==> config.mk <==
export PLATFORM = sky130hd
export DESIGN_NAME = tty_tx_sequencer_flat
export DESIGN_NICKNAME = d
export VERILOG_FILES = /design/src/rtl/tty_tx_sequencer_if.sv /design/src/rtl/tty_tx_sequencer.sv /design/src/flat_wrapper.sv
export SDC_FILE = /design/constraint.sdc
export NUM_CORES = 1
export LEC_CHECK = 0
export CAP_MARGIN = 30
export CORE_AREA = 2 2 67 69
export CTS_BUF_LIST = sky130_fd_sc_hd__clkbuf_16
export CTS_CLUSTER_SIZE = 14
export DETAILED_ROUTE_END_ITERATION = 8
export DIE_AREA = 0 0 69 71
export GPL_TIMING_DRIVEN = 0
export PLACE_DENSITY_LB_ADDON = 0.08
export SLEW_MARGIN = 5
export SYNTH_ARGS = -nofsm -noshare
export SYNTH_HDL_FRONTEND = slang
export SYNTH_SLANG_ARGS = --single-unit
==> constraint.sdc <==
create_clock -name clk -period 3.6 [get_ports clk]
set_input_delay 0.72 -clock clk [delete_from_list [all_inputs] [get_ports clk]]
set_output_delay 0.72 -clock clk [all_outputs]
set_load 0.03 [all_outputs]
==> src/rtl/tty_tx_sequencer_if.sv <==
// tty_tx_sequencer_if: load/busy/flag handshake and serial line between the
// IOT logic (master) and the teletype transmit sequencer (slave).
interface tty_tx_sequencer_if;
    logic       tick;
    logic       load;
    logic [7:0] data;
    logic       flag_clr;
    logic       txd;
    logic       busy;
    logic       flag;
    logic       overrun;

    modport master (
        output tick, load, data, flag_clr,
        input  txd, busy, flag, overrun
    );

    modport slave (
        input  tick, load, data, flag_clr,
        output txd, busy, flag, overrun
    );
endinterface

==> src/rtl/tty_tx_sequencer.sv <==
// tty_tx_sequencer: frames one character per load onto TXD as
// start bit, 8 data bits LSB first, optional even-parity bit, STOP_BITS stop bits.
// All bit timing is derived here from the 16x baud tick; the divider only ticks.
// Optional feature: define TTY_TX_PARITY_EN to insert the parity bit after DATA.
//
// state  | meaning
// IDLE   | line at mark, waiting for load
// START  | start bit (space)
// DATA   | shifting out the 8 data bits, LSB first
// PARITY | even parity of the latched character (TTY_TX_PARITY_EN only)
// STOP   | stop bits (mark); frame completes at the end of the last one
module tty_tx_sequencer #(
    parameter int STOP_BITS     = 2,
    parameter int TICKS_PER_BIT = 16
) (
    input  logic               clk,
    input  logic               rst,
    tty_tx_sequencer_if.slave  bus
);

    localparam int CW = $clog2(TICKS_PER_BIT);

`ifdef TTY_TX_PARITY_EN
    typedef enum logic [2:0] {
        S_IDLE   = 3'd0,
        S_START  = 3'd1,
        S_DATA   = 3'd2,
        S_PARITY = 3'd3,
        S_STOP   = 3'd4
    } state_t;
`else
    typedef enum logic [2:0] {
        S_IDLE   = 3'd0,
        S_START  = 3'd1,
        S_DATA   = 3'd2,
        S_STOP   = 3'd4
    } state_t;
`endif

    state_t          r_state;
    state_t          w_state_next;
    logic [CW-1:0]   r_tick_cnt;
    logic [2:0]      r_bit_cnt;
    logic [1:0]      r_stop_cnt;
    logic [7:0]      r_shift;
    logic [7:0]      w_shift_next;
    logic            r_txd;
    logic            w_txd_next;
    logic            r_busy;
    logic            w_busy_next;
    logic            r_flag;
    logic            r_overrun;
`ifdef TTY_TX_PARITY_EN
    logic            r_parity;
`endif

    logic            w_bit_end;
    logic            w_accept;
    logic            w_overrun_load;
    logic            w_frame_done;

    // A bit period ends on the tick that would wrap the tick counter; ticks are ignored in IDLE.
    assign w_bit_end      = bus.tick && (r_state != S_IDLE)
                            && (r_tick_cnt == CW'(TICKS_PER_BIT - 1));
    assign w_accept       = bus.load && (r_state == S_IDLE);
    // The frame-complete cycle is still STOP, so a load there counts as an overrun and is dropped.
    assign w_overrun_load = bus.load && (r_state != S_IDLE);
    assign w_frame_done   = w_bit_end && (r_state == S_STOP)
                            && (r_stop_cnt == 2'(STOP_BITS - 1));

    // State register.
    always_ff @(posedge clk or posedge rst) begin
        if (rst) begin
            r_state <= S_IDLE;
        end else begin
            r_state <= w_state_next;
        end
    end

    // Next-state logic: advance only at bit boundaries (or on load from IDLE).
    always_comb begin
        w_state_next = r_state;
        case (r_state)
            S_IDLE: begin
                if (bus.load) begin
                    w_state_next = S_START;
                end
            end
            S_START: begin
                if (w_bit_end) begin
                    w_state_next = S_DATA;
                end
            end
            S_DATA: begin
                if (w_bit_end && (r_bit_cnt == 3'd7)) begin
`ifdef TTY_TX_PARITY_EN
                    w_state_next = S_PARITY;
`else
                    w_state_next = S_STOP;
`endif
                end
            end
`ifdef TTY_TX_PARITY_EN
            S_PARITY: begin
                if (w_bit_end) begin
                    w_state_next = S_STOP;
                end
            end
`endif
            S_STOP: begin
                if (w_frame_done) begin
                    w_state_next = S_IDLE;
                end
            end
            default: begin
                w_state_next = S_IDLE;
            end
        endcase
    end

    // Output logic: next values of the registered line and busy, derived from the next state
    // so txd only moves on the edge where the state or bit changes.
    always_comb begin
        w_shift_next = r_shift;
        if (w_accept) begin
            w_shift_next = bus.data;
        end else if ((r_state == S_DATA) && w_bit_end) begin
            w_shift_next = {1'b0, r_shift[7:1]};
        end

        w_txd_next = 1'b1;
        case (w_state_next)
            S_START:  w_txd_next = 1'b0;
            S_DATA:   w_txd_next = w_shift_next[0];
`ifdef TTY_TX_PARITY_EN
            S_PARITY: w_txd_next = r_parity;
`endif
            default:  w_txd_next = 1'b1;
        endcase

        w_busy_next = (w_state_next != S_IDLE);
    end

    // Registered line outputs; reset drives the line to mark asynchronously.
    always_ff @(posedge clk or posedge rst) begin
        if (rst) begin
            r_txd  <= 1'b1;
            r_busy <= 1'b0;
        end else begin
            r_txd  <= w_txd_next;
            r_busy <= w_busy_next;
        end
    end

    // Tick counter: restarts on load so the start bit spans exactly TICKS_PER_BIT ticks.
    always_ff @(posedge clk or posedge rst) begin
        if (rst) begin
            r_tick_cnt <= '0;
        end else if (w_accept) begin
            r_tick_cnt <= '0;
        end else if (w_bit_end) begin
            r_tick_cnt <= '0;
        end else if (bus.tick && (r_state != S_IDLE)) begin
            r_tick_cnt <= r_tick_cnt + CW'(1);
        end
    end

    // Bit and stop counters.
    always_ff @(posedge clk or posedge rst) begin
        if (rst) begin
            r_bit_cnt  <= 3'd0;
            r_stop_cnt <= 2'd0;
        end else begin
            if ((r_state == S_START) && w_bit_end) begin
                r_bit_cnt <= 3'd0;
            end else if ((r_state == S_DATA) && w_bit_end) begin
                r_bit_cnt <= r_bit_cnt + 3'd1;
            end

            if ((w_state_next == S_STOP) && (r_state != S_STOP)) begin
                r_stop_cnt <= 2'd0;
            end else if ((r_state == S_STOP) && w_bit_end) begin
                r_stop_cnt <= r_stop_cnt + 2'd1;
            end
        end
    end

    // Shift register: loaded only when a character is accepted in IDLE.
    always_ff @(posedge clk or posedge rst) begin
        if (rst) begin
            r_shift <= 8'd0;
        end else begin
            r_shift <= w_shift_next;
        end
    end

`ifdef TTY_TX_PARITY_EN
    // Even parity is captured with the character so later shifting cannot disturb it.
    always_ff @(posedge clk or posedge rst) begin
        if (rst) begin
            r_parity <= 1'b0;
        end else if (w_accept) begin
            r_parity <= ^bus.data;
        end
    end
`endif

    // Sticky status: a set event on the same edge as flag_clr wins.
    always_ff @(posedge clk or posedge rst) begin
        if (rst) begin
            r_flag    <= 1'b0;
            r_overrun <= 1'b0;
        end else begin
            if (w_frame_done) begin
                r_flag <= 1'b1;
            end else if (bus.flag_clr) begin
                r_flag <= 1'b0;
            end

            if (w_overrun_load) begin
                r_overrun <= 1'b1;
            end else if (bus.flag_clr) begin
                r_overrun <= 1'b0;
            end
        end
    end

    assign bus.txd     = r_txd;
    assign bus.busy    = r_busy;
    assign bus.flag    = r_flag;
    assign bus.overrun = r_overrun;

endmodule

==> src/flat_wrapper.sv <==
// flat-port wrapper written by rule: the top's interface ports become plain ports
module tty_tx_sequencer_flat 
#(
    parameter int STOP_BITS     = 2,
    parameter int TICKS_PER_BIT = 16
)
  (clk, rst, bus_tick, bus_load, bus_data, bus_flag_clr, bus_txd, bus_busy, bus_flag, bus_overrun);
  tty_tx_sequencer_if bus_i ();
  input  logic clk;
  input  logic rst;
  input wire logic [$bits(bus_i.tick)-1:0] bus_tick;
  input wire logic [$bits(bus_i.load)-1:0] bus_load;
  input wire logic [$bits(bus_i.data)-1:0] bus_data;
  input wire logic [$bits(bus_i.flag_clr)-1:0] bus_flag_clr;
  output wire logic [$bits(bus_i.txd)-1:0] bus_txd;
  output wire logic [$bits(bus_i.busy)-1:0] bus_busy;
  output wire logic [$bits(bus_i.flag)-1:0] bus_flag;
  output wire logic [$bits(bus_i.overrun)-1:0] bus_overrun;
  assign bus_i.tick = bus_tick;
  assign bus_i.load = bus_load;
  assign bus_i.data = bus_data;
  assign bus_i.flag_clr = bus_flag_clr;
  assign bus_txd = bus_i.txd;
  assign bus_busy = bus_i.busy;
  assign bus_flag = bus_i.flag;
  assign bus_overrun = bus_i.overrun;
  tty_tx_sequencer #(.STOP_BITS(STOP_BITS), .TICKS_PER_BIT(TICKS_PER_BIT)) u_core (.clk(clk), .rst(rst), .bus(bus_i));
endmodule
; Word-level counts from Yosys, hierarchy flattened
; Cells that the tools add are included.
[classes]
add_sub_neg = 3
n_eq_ne = 10
mux = 18
n_reduce_logical = 19
[op_table]
columns = cell, n
row1 = $mux W3, 6
row2 = $mux W8, 2
row3 = $mux W4, 3
row4 = $pmux W3 S4, 1
row5 = $logic_and A1 B1 Y1, 10
row6 = $reduce_bool A2 Y1, 5
row7 = $eq A3 B3 Y1 const B, 3
row8 = $reduce_bool A3 Y1, 3
row9 = $eq A3 B1 Y1 const B, 2
row10 = $eq A3 B2 Y1 const B, 2
row11 = $add A4 B1 Y4 const B, 1
row12 = $eq A4 B4 Y1 const B, 1
row13 = $mux W2, 2
row14 = $add A3 B1 Y3 const B, 1
row15 = $logic_not A3 Y1, 1
row16 = $mux W1, 3
row17 = $ne A3 B3 Y1 const B, 1
row18 = $add A2 B1 Y2 const B, 1
row19 = $eq A2 B1 Y1 const B, 1
row20 = $pmux W1 S2, 1
[totals]
regBits = 24
out_inout_bits = 4
elab_cells = 60

; Longest topological paths before layout
; Gate-level depths: netlist of the first run.
[logic_depth]
depth_word = 10
mapped_depth = 6
ltp_nobuf = 6

; Worst setup path before layout of the first run
; OpenSTA, ideal clock, no wires.
[synth_path]
kind = input-to-reg
from = in bus_tick
to = reg u_core.r_busy, in the netlist u_core.bus.busy
setup_ns = 0.139
arrival_ns = 1.758
required_time_ns = 3.461
setup_slack_ns = 1.703
cell_stages = 4
path_buffers = 1
cell_sequence = and4_1 > buf_4 > a32o_1 > or4_1
[synth_between]
elab_chain_cells = 7
[synth_rtl]
columns = element, line
row1 = "start, declared", flat_wrapper.sv:11  ; input wire logic [$bits(bus_i.tick)-1:0] bus_tick;
row2 = $logic_and A1 B1 Y1 *, tty_tx_sequencer.sv:63  ; assign w_bit_end = bus.tick && (r_state != S_IDLE)
row3 = $logic_and A1 B1 Y1 *, tty_tx_sequencer.sv:64  ; && (r_tick_cnt == CW'(TICKS_PER_BIT - 1));
row4 = $logic_and A1 B1 Y1, tty_tx_sequencer.sv:68  ; assign w_frame_done = w_bit_end && (r_state == S_STOP)
row5 = $logic_and A1 B1 Y1, tty_tx_sequencer.sv:69  ; && (r_stop_cnt == 2'(STOP_BITS - 1));
row6 = $mux W3, tty_tx_sequencer.sv:111  ; if (w_frame_done) begin
row7 = $pmux W3 S4 *, tty_tx_sequencer.sv:83  ; case (r_state)
row8 = net u_core.w_state_next[1], tty_tx_sequencer.sv:41  ; state_t w_state_next;
row9 = $reduce_bool A3 Y1 *, tty_tx_sequencer.sv:141  ; w_busy_next = (w_state_next != S_IDLE);
row10 = net u_core.w_busy_next, tty_tx_sequencer.sv:50  ; logic w_busy_next;
row11 = "end signal, assigned", tty_tx_sequencer.sv:151  ; r_busy <= w_busy_next;
row12 = "end, declared", tty_tx_sequencer.sv:49  ; logic r_busy;
; The timed path passes the listed nets; every way through them passes the cells marked *.
; A chain may end at the register's enable or synchronous reset.

; Worst setup path in the final report of the first run
; Same ends and word-level chain as after synthesis.

==> flow_summary.yaml, run 1 <==
timing:
  rsz0062_at_grt: "false"
  tightest_slew_ps: 716
  worst_clock_skew_ps: 2.54
  hold_viol_final: 0
  fin_crit_sh_pct: 62.9
  setup_tns_ps: 0
  drv_slew: 0
  timing.slew.headroom_pct: 52.1
  min_period_ps: 2260
  setup_viol: 0
  fmax_mhz: 442
pwr:
  vdd_drop_max_mv: 0.180
  pwr_density_cell_nw_per_um2: 569
  seq_power_share_pct: 44.1
  internal_power_mw: 0.650
  p_clk_share_pct: 36.3
  p_leak_nw: 0.696
  power_switching_mw: 0.238
  switching_share_pct: 26.8
  p_comb_share_pct: 19.7
critical_path:
  worst_setup_path_end_kind: "flop"
  worstSetupPathType: "input port to flop"
  worstSetupStartpointType: "input port"
  critPathArrivalTime_ps: 2390
  worstPathRequired_ps: 3730
  critPathMaxFanout: 7
  rrSetupSlack_ps: 1590
synthesis:
  syn_area_um2: 1200
  ys_seq_elements: 24
  ys_warn_count: 0
  synth.avg_cell_area_um2: 9.95
  synthFlopType: "dfrtp_1"
  synth-edff-count: 0
  synth_nets: 138
  ys_seq_area_share_pct: 50.0
  syn_inst: 121
  synth.distinct_cells: 34
  synthArstFlopShare_pct: 100
clock_network:
  post_cts_buffers: 0
  clkSinkCount: 24
  cts_tree: "built"
  worst_skew_pair.late_latency_ps: 260
  cts_resized: 0
  cts-root-buf: "clkbuf_16"
  clkTransAtPathRegs_ps: 60
  cts_buffers: 3
  hold_buffers: 0
  clk_path_buf_depth: 2
  htree_levels: 1
global_routing:
  grt_max_degree: 22
  grt-ovfl-total: 0
  track_usage_pct: 11.0
  grt_pass1_vias: 919
  antenna_found_initial: 0
  grt_first_pass_wirelength_um: 4260
status:
  outcome: "complete, no violations"
floorplan:
  core-area_um2: 4200
  die_y_um: 71
  die_w_um: 69
  start_util_pct: 28.6
  num_io_pins: 17
  die_area_um2: 4900
  rows: 24
final_layout:
  multi_input_area_um2: 559
  layout_common_cells: "dfrtp_1 (23), nand2_1 (18), clkdlybuf4s50_1 (16)"
  final_util_pct: 37.1
  nNetsFinal: 160
  stdcell_area_um2: 1560
  mostFrequentLayoutCell: "dfrtp_1"
  drive_gt1_share_pct: 7.04
  fillerInstances: 432
  antenna_cells: 0
  area_growth_pct: 29.7
  seq_area_um2: 602
placed_design:
  port_buffers: 16
  dp_hpwl_um: 1790
  dpl-instance-area_um2: 1460
  place.gp.congestion: 0.739
routing:
  viasPerCell: 4.94
  wirelength_um: 2420
  drtPass1Iterations: 4
  antenna_left: 0
  drtIter0Drc: 36
  detail_route.wl_per_cell_um: 12.5
  vias: 958
  drc_errors: 0
worst_hold_path:
  min_path_type: "flop to flop"
job:
  cap_violations: 0
## critical path: stages
cell and delay, ps:
clkdlybuf4s50_1 510, and4_1 200, buf_4 150, nand2_1 60, a32o_1 250, or4_1 510
## Yosys cell counts, drive strengths merged (2+ instances only)
cell type | count | area (um^2)
a21oi | 6 | 30.0
a22o | 6 | 52.6
buf | 2 | 12.5
clkbuf | 4 | 15.0
dfrtp | 23 | 576
ha | 4 | 50.1
inv | 4 | 15.0
mux2i | 7 | 70.1
nand2 | 18 | 67.6
nor2 | 6 | 22.5
nor2b | 3 | 18.8
o21ai | 15 | 75.1
o31ai | 3 | 22.5
## cells by family (layout without fill, tap and decap cells)
logic type               Yosys count  count (layout)  share of synthesized area, %
multiplexers                       7               7                          5.82
flip-flops                        24              24                          50.0
adder cells (fa/ha/maj)            4               4                          4.16
buffers and inverters             10              31                          3.53
AO/OA/AOI/OAI                     36              36                          19.0
AND/OR/NAND/NOR                   40              40                          17.5
## sequential cells by signal, indices dropped and copies added, names as in the netlist
| signal | cells |
|---|---|
| u_core.bus.busy | 1 |
| u_core.r_tick_cnt | 4 |
| u_core.bus.overrun | 1 |
| u_core.bus.flag | 1 |
| u_core.r_bit_cnt | 3 |
| u_core.r_shift | 8 |
| u_core.r_stop_cnt | 2 |
| u_core.bus.txd | 1 |
| u_core.r_state | 3 |
## power by group through the flow
stage,logic [mW],registers (mW),clock network [mW]
6_report,0.175,0.391,0.322
5_1_grt,0.200,0.404,0.337
4_1_cts,0.178,0.393,0.329
3_5_place_dp,0.178,0.397,0
3_3_place_gp,0.171,0.394,0
2_1_floorplan,0.112,0.397,0
## area by class of cell
class | count | area share [%]
inverters | 4 | 0.962
flip-flops and latches | 24 | 38.5
repair buffers | 17 | 12.0
plain buffers | 6 | 1.76
well taps | 52 | 4.17
clock buffers | 3 | 4.81
clock inverters | 1 | 1.92
multi-input cells | 87 | 35.8
## metrics by stage
step           power (mW)  setup WS (ps)  hold WS [ps]  std cells
2_1_floorplan       0.509           1700           465        121
3_3_place_gp        0.565           1080           506        189
3_5_place_dp        0.575           1050           492        190
4_1_cts             0.900           1330           511        194
5_1_grt             0.942           1190           554        194
6_report            0.888           1340           504        194
## final timing paths
path                                       from                    to  cells after the start
max                                    bus_tick       u_core.bus.busy                      6
min                        u_core.r_stop_cnt[1]  u_core.r_stop_cnt[1]                      2
max reg2reg                u_core.r_tick_cnt[0]       u_core.bus.busy                      5
min reg2reg                u_core.r_stop_cnt[1]  u_core.r_stop_cnt[1]                      2
max in group asynchronous                   rst        u_core.bus.txd                      3
min in group asynchronous                   rst     u_core.r_shift[5]                      2
## layer usage
metal  share of wire [%]  up-vias  GRT usage, %
met5                   0        -             0
met4                 2.3        0          5.88
met3                 2.6        5          2.28
met2                  46       15          17.2
met1                  49      458          14.3
li1                    -      480             -
No activity file was read; power rests on OpenSTA's default activity.
==> run 2, diff against run 1 <==
==> constraint.sdc (replaced) <==
create_clock -name clk -period 2.3 [get_ports clk]
set_input_delay 0.46 -clock clk [delete_from_list [all_inputs] [get_ports clk]]
set_output_delay 0.46 -clock clk [all_outputs]
set_load 0.03 [all_outputs]
==> results of run 2 <==
The final DEF is identical to that of run 1. Status: complete, no violations.
Among the figures that moved: setup slack after placement 1050 ps -> 12.7 ps; setup slack after layout 1340 ps -> 291 ps; hold slack 504 ps -> 406 ps; start point of the critical path bus_tick -> u_core.r_tick_cnt[0]; register-to-register setup slack 1590 ps -> 290 ps; total power 0.888 mW -> 1.39 mW; worst IR drop on VDD 0.180 mV -> 0.282 mV
==> edit 1, RTL diff (config.mk and constraints of run 1) <==
Encoding of `state_t`: now one-hot (4 bits for 4 states).
--- a/src/rtl/tty_tx_sequencer.sv
+++ b/src/rtl/tty_tx_sequencer.sv
@@ -30,9 +30,9 @@
     } state_t;
 `else
-    typedef enum logic [2:0] {
-        S_IDLE   = 3'd0,
-        S_START  = 3'd1,
-        S_DATA   = 3'd2,
-        S_STOP   = 3'd4
+    typedef enum logic [3:0] {
+        S_IDLE   = 4'b0001,
+        S_START  = 4'b0010,
+        S_DATA   = 4'b0100,
+        S_STOP   = 4'b1000
     } state_t;
 `endif
Formal check against the unedited RTL: no difference found for any inputs over 10 cycles, from zero or initial values and one cycle with rst high; not proved beyond that.
==> edit 1 against run 1 <==
Total power grew 12%. Worst setup slack lost 0.0089 ns. Count of clock-buffer cells in the layout unchanged. Area after synthesis fell by 1.5%. Via count decreased by 3.1%. Wire length decreased by 1.2%. Die area stayed put. Critical path depth is 2 higher. Non-clock buffer count shrank 2. Cell area down 2.8%. Sequential cell count grew 1. Largest cell class unchanged. Highest routed layer unchanged.
==> edit 1: results (changes against run 1) <==
Max rail drop VDD=236 uV (+31%); Root Buffer=clkbuf_16; Commonest cells post-synth=nand2_1, dfrtp_1, o21ai_0, inv_1, nor2_1; Clock Skews=0.00352 ns (+0.000980 ns); Critical Path Fanout Max=8 (+1); setup bufs post-CTS=0 (unchanged); GRT Total Usage=10.8% (-0.16 points); Clk pin slew, worst setup/hold paths=0.06 ns (about the same); reg2reg start=u_core.r_tick_cnt[0]; Inserted Clock Buffers=3 (unchanged); via count of the first global-routing pass=897 (-2.4%); placement-stage cell area=1440 um2 (-1.2%); HP Start=u_core.r_shift[4]; antenna cells=0 (unchanged); post-synthesis async set-or-reset flop share=100% (unchanged); pin count of the biggest net entering global routing=20 (-9.1%); maximum clock insertion buffer count=2 (unchanged); Net Count, Synth=137 (-0.72%); Seq/Total Area, Yosys=53.0% (+3.0 points); Port-buffer cells=16 (unchanged); DR vias/cell=4.81 (-2.6%); YS warnings=0 (unchanged); status=completed; hold_ws=0.480 ns (-0.0245 ns); CP arrival=2.46 ns (+0.07 ns); Placed Instances=189 (-0.53%); cell count of the worst reg-to-reg path=8 (+3); HPWL Detailed=1780 um (-0.22%); gpl congestion=0.753 (+2.0%); Hold Path End=u_core.r_shift[4]; Reg2Reg Capture Point=u_core.bus.txd; Largest regs=u_core.r_shift: 8 flops, u_core.r_state: 4 flops, u_core.r_tick_cnt: 4 flops; Yosys cell types=34 (unchanged); CTS resizes=0 (unchanged); share of layout cells above drive strength 1=9.22% (+2.2 points); vias after detailed routing=928 (-3.1%); hold path cells=2 (unchanged); initial antenna violation count=0 (unchanged); drt pass-1 iters=4 (unchanged); first-pass GRT wire length=4220 um (-0.98%); fin nets=159 (-0.63%); Avg WL per Cell=12.4 um (-0.73%); Post-Route Setup TNS=0 ns (unchanged); DRT iter0 DRCs=61 (+69%); top_reg_cell synth=dfrtp_1; latest clock arrival within the worst-skew pair=0.26 ns (about the same); top post-synthesis cells by area=dfrtp_1, nand2_1, dfstp_2, ha_1, o21ai_0; H-tree levels=1 (unchanged); P_leak=0.709 nW (+1.8%); Reg2Reg Setup Slack=1.60 ns; cell count after synthesis=120 (-0.83%); slew margin rel.=58.3% (+6.1 points); HP Class=flop to flop
## edit 1: worst max-delay path: stages
cell             delay, ns
clkdlybuf4s50_1       0.50
and4_1                0.19
buf_4                 0.15
and3_1                0.17
buf_6                 0.13
nor2_4                0.06
a221o_1               0.37
a21oi_1               0.17
## edit 1: how the worst max path moves through the flow
| stage | start | slack (ns) | cells past startpoint | to |
|---|---|---|---|---|
| 2_1_floorplan | bus_tick | 1.73 | 7 | u_core.bus.txd |
| 3_3_place_gp | bus_tick | 1.03 | 8 | u_core.bus.txd |
| 3_5_place_dp | bus_tick | 1.05 | 8 | u_core.bus.txd |
| 4_1_cts | bus_tick | 1.31 | 8 | u_core.bus.txd |
| 5_1_grt | bus_tick | 1.19 | 8 | u_core.bus.txd |
| 6_report | bus_tick | 1.33 | 8 | u_core.bus.txd |
## edit 1: layout make-up
cell class	instances	area, um2
clock buffers	3	75.1
plain buffers	4	28.8
repair buffers	17	188
inverters	7	26.3
fillers	440	2690
clock inverters	1	3.75
multi-input cells	84	503
flip-flops and latches	25	628
well taps	52	65.1
## edit 1: cells by family after synthesis
family,share of synthesized area (%)
AOI/OAI and AO/OA,15.9
DFF,53.0
xor gates and xnor gates,0.739
and+or+nand+nor,20.7
muxes,0.844
adders and majority gates,4.22
buffers and inverters,4.64
## edit 1: power by group
| part | switching, mW | leakage, nW | total, mW | internal, mW |
|---|---|---|---|---|
| clock | 0.0962 | 0.0423 | 0.245 | 0.148 |
| combinational | 0.174 | 0.345 | 0.319 | 0.145 |
| sequential | 0.0579 | 0.321 | 0.432 | 0.374 |
## edit 1: metrics by stage
stage | worst slack, ns | power, mW | util, %
after floorplan | 1.73 | 0.651 | -
after detailed placement | 1.05 | 0.761 | 34.2
after CTS | 1.31 | 1.01 | 36.1
after global routing | 1.19 | 1.07 | 36.1
after global placement | 1.03 | 0.750 | 33.6
final | 1.33 | 0.996 | 36.1
## edit 1: per-layer routing
| layer | global-route usage (%) | part of all wire (%) | up-vias |
|---|---|---|---|
| met4 | 4.58 | 1.7 | 0 |
| li1 | - | - | 464 |
| met1 | 15.3 | 50 | 438 |
| met2 | 16.1 | 44 | 22 |
| met5 | 0 | 0 | - |
| met3 | 2.28 | 4.1 | 4 |
==> edit 2, RTL diff (flow settings as in run 1) <==
Without the edit above. `TICKS_PER_BIT` is set to 16 in 2 places; all go to 8.
--- a/src/rtl/tty_tx_sequencer.sv
+++ b/src/rtl/tty_tx_sequencer.sv
@@ -12,5 +12,5 @@
 module tty_tx_sequencer #(
     parameter int STOP_BITS     = 2,
-    parameter int TICKS_PER_BIT = 16
+    parameter int TICKS_PER_BIT = 8
 ) (
     input  logic               clk,
--- a/src/flat_wrapper.sv
+++ b/src/flat_wrapper.sv
@@ -3,5 +3,5 @@
 #(
     parameter int STOP_BITS     = 2,
-    parameter int TICKS_PER_BIT = 16
+    parameter int TICKS_PER_BIT = 8
 )
   (clk, rst, bus_tick, bus_load, bus_data, bus_flag_clr, bus_txd, bus_busy, bus_flag, bus_overrun);
Function: changed (a bounded check fails within 10 cycles, from zero or initial values and one cycle with rst high).
==> edit 2 against run 1 <==
Critical path depth is 5 lower. Cell area is 4.6% lower. Largest cell class unchanged. Area after synthesis is 3.8% lower. Total power is 1.2% lower. Maximum frequency is 5.3% higher. Worst setup slack better by 0.11 ns. Sequential cell count is 1 lower. Wire length is 2.8% lower.
==> edit 2: results (changes against run 1) <==
Net Count, Synth=128 (-7.2%); HPWL Detailed=1720 um (-3.6%); top post-synthesis cells by area=dfrtp_1, ha_1, o21ai_0, a21o_1, a22o_1; fin nets=150 (-6.3%); Slowest Stage Delay on Critical Path=0.66 ns (+0.15 ns); met3 wire length=74 um (+16%); via count of the first global-routing pass=873 (-5.0%); antenna cells=0 (unchanged); GRT Total Usage=10.5% (-0.45 points); Sw Pwr=0.267 mW (+12%); Yosys cell types=35 (+2.9%); Top Metal Used=met4; P_leak=0.661 nW (-5.0%); Synth Area in Compound Gates=20.5% (+1.5 points); status=completed; Max rail drop VDD=224 uV (+24%); share of layout cells above drive strength 1=10.7% (+3.6 points); gpl congestion=0.713 (-3.5%); Critical Path Fanout Max=1 (-6); Synth Area in Adders=5.41% (+1.2 points); Seq/Total Area, Yosys=49.8% (-0.16 points); pre-CTS setup slack=1.24 ns (+0.187 ns); slew margin rel.=73.1% (+21 points); Crit path max-delay family=buffers and inverters; DR vias/cell=4.67 (-5.5%); DRT met1 WL=1240 um (+3.9%); met2 WL=1010 um (-9.0%); pin count of the biggest net entering global routing=24 (+9.1%); Routed WL=2360 um (-2.8%); first-pass GRT wire length=4150 um (-2.8%); Fillers=439 (+1.6%); DRT iter0 DRCs=21 (-42%); top_reg_cell synth=dfrtp_1; mux cell area share after synthesis=1.73% (-4.1 points)
[edit 2: layer usage]
layer,track usage (%),up-vias
met4,3.92,0
li1,-,444
met5,0,-
met1,14.9,395
met2,15.4,11
met3,2.85,4
[edit 2: power groups by stage]
stage,registers [mW],logic (mW),clock network [mW]
final,0.380,0.258,0.239
after CTS,0.380,0.260,0.248
after floorplan,0.394,0.171,0
after global placement,0.382,0.255,0
after detailed placement,0.383,0.260,0
after global routing,0.391,0.296,0.262
[edit 2: metrics by stage]
stage	cell area (um2)	power, mW	hold slack (ns)	std cells
2_1_floorplan	1160	0.565	0.449	110
3_3_place_gp	1380	0.637	0.462	178
3_5_place_dp	1380	0.643	0.467	178
4_1_cts	1460	0.888	0.481	182
5_1_grt	1490	0.949	0.492	183
6_report	1490	0.878	0.478	183
[edit 2: path summary, 6_finish.rpt]
check / cells past startpoint / slack, ns / startpoint / endpoint
min in group asynchronous: 2 / 0.64 / rst / u_core.bus.overrun
max in group asynchronous: 3 / 2.54 / rst / u_core.bus.txd
setup / recovery: 1 / 1.45 / u_core.bus.txd / bus_txd
hold / removal: 1 / 0.48 / u_core.r_shift[5] / u_core.r_shift[5]
hold reg to reg: 1 / 0.48 / u_core.r_shift[5] / u_core.r_shift[5]
setup reg to reg: 7 / 1.76 / u_core.r_tick_cnt[0] / u_core.bus.busy
[edit 2: area by class of cell]
class,instances,area share [%]
Multi-Input combinational cell,78,36.3
Buffer,3,1.18
Sequential cell,23,38.7
Timing Repair Buffer,17,12.6
Tap cell,52,4.37
Clock inverter,1,0.252
Inverter,6,1.51
Clock buffer,3,5.04
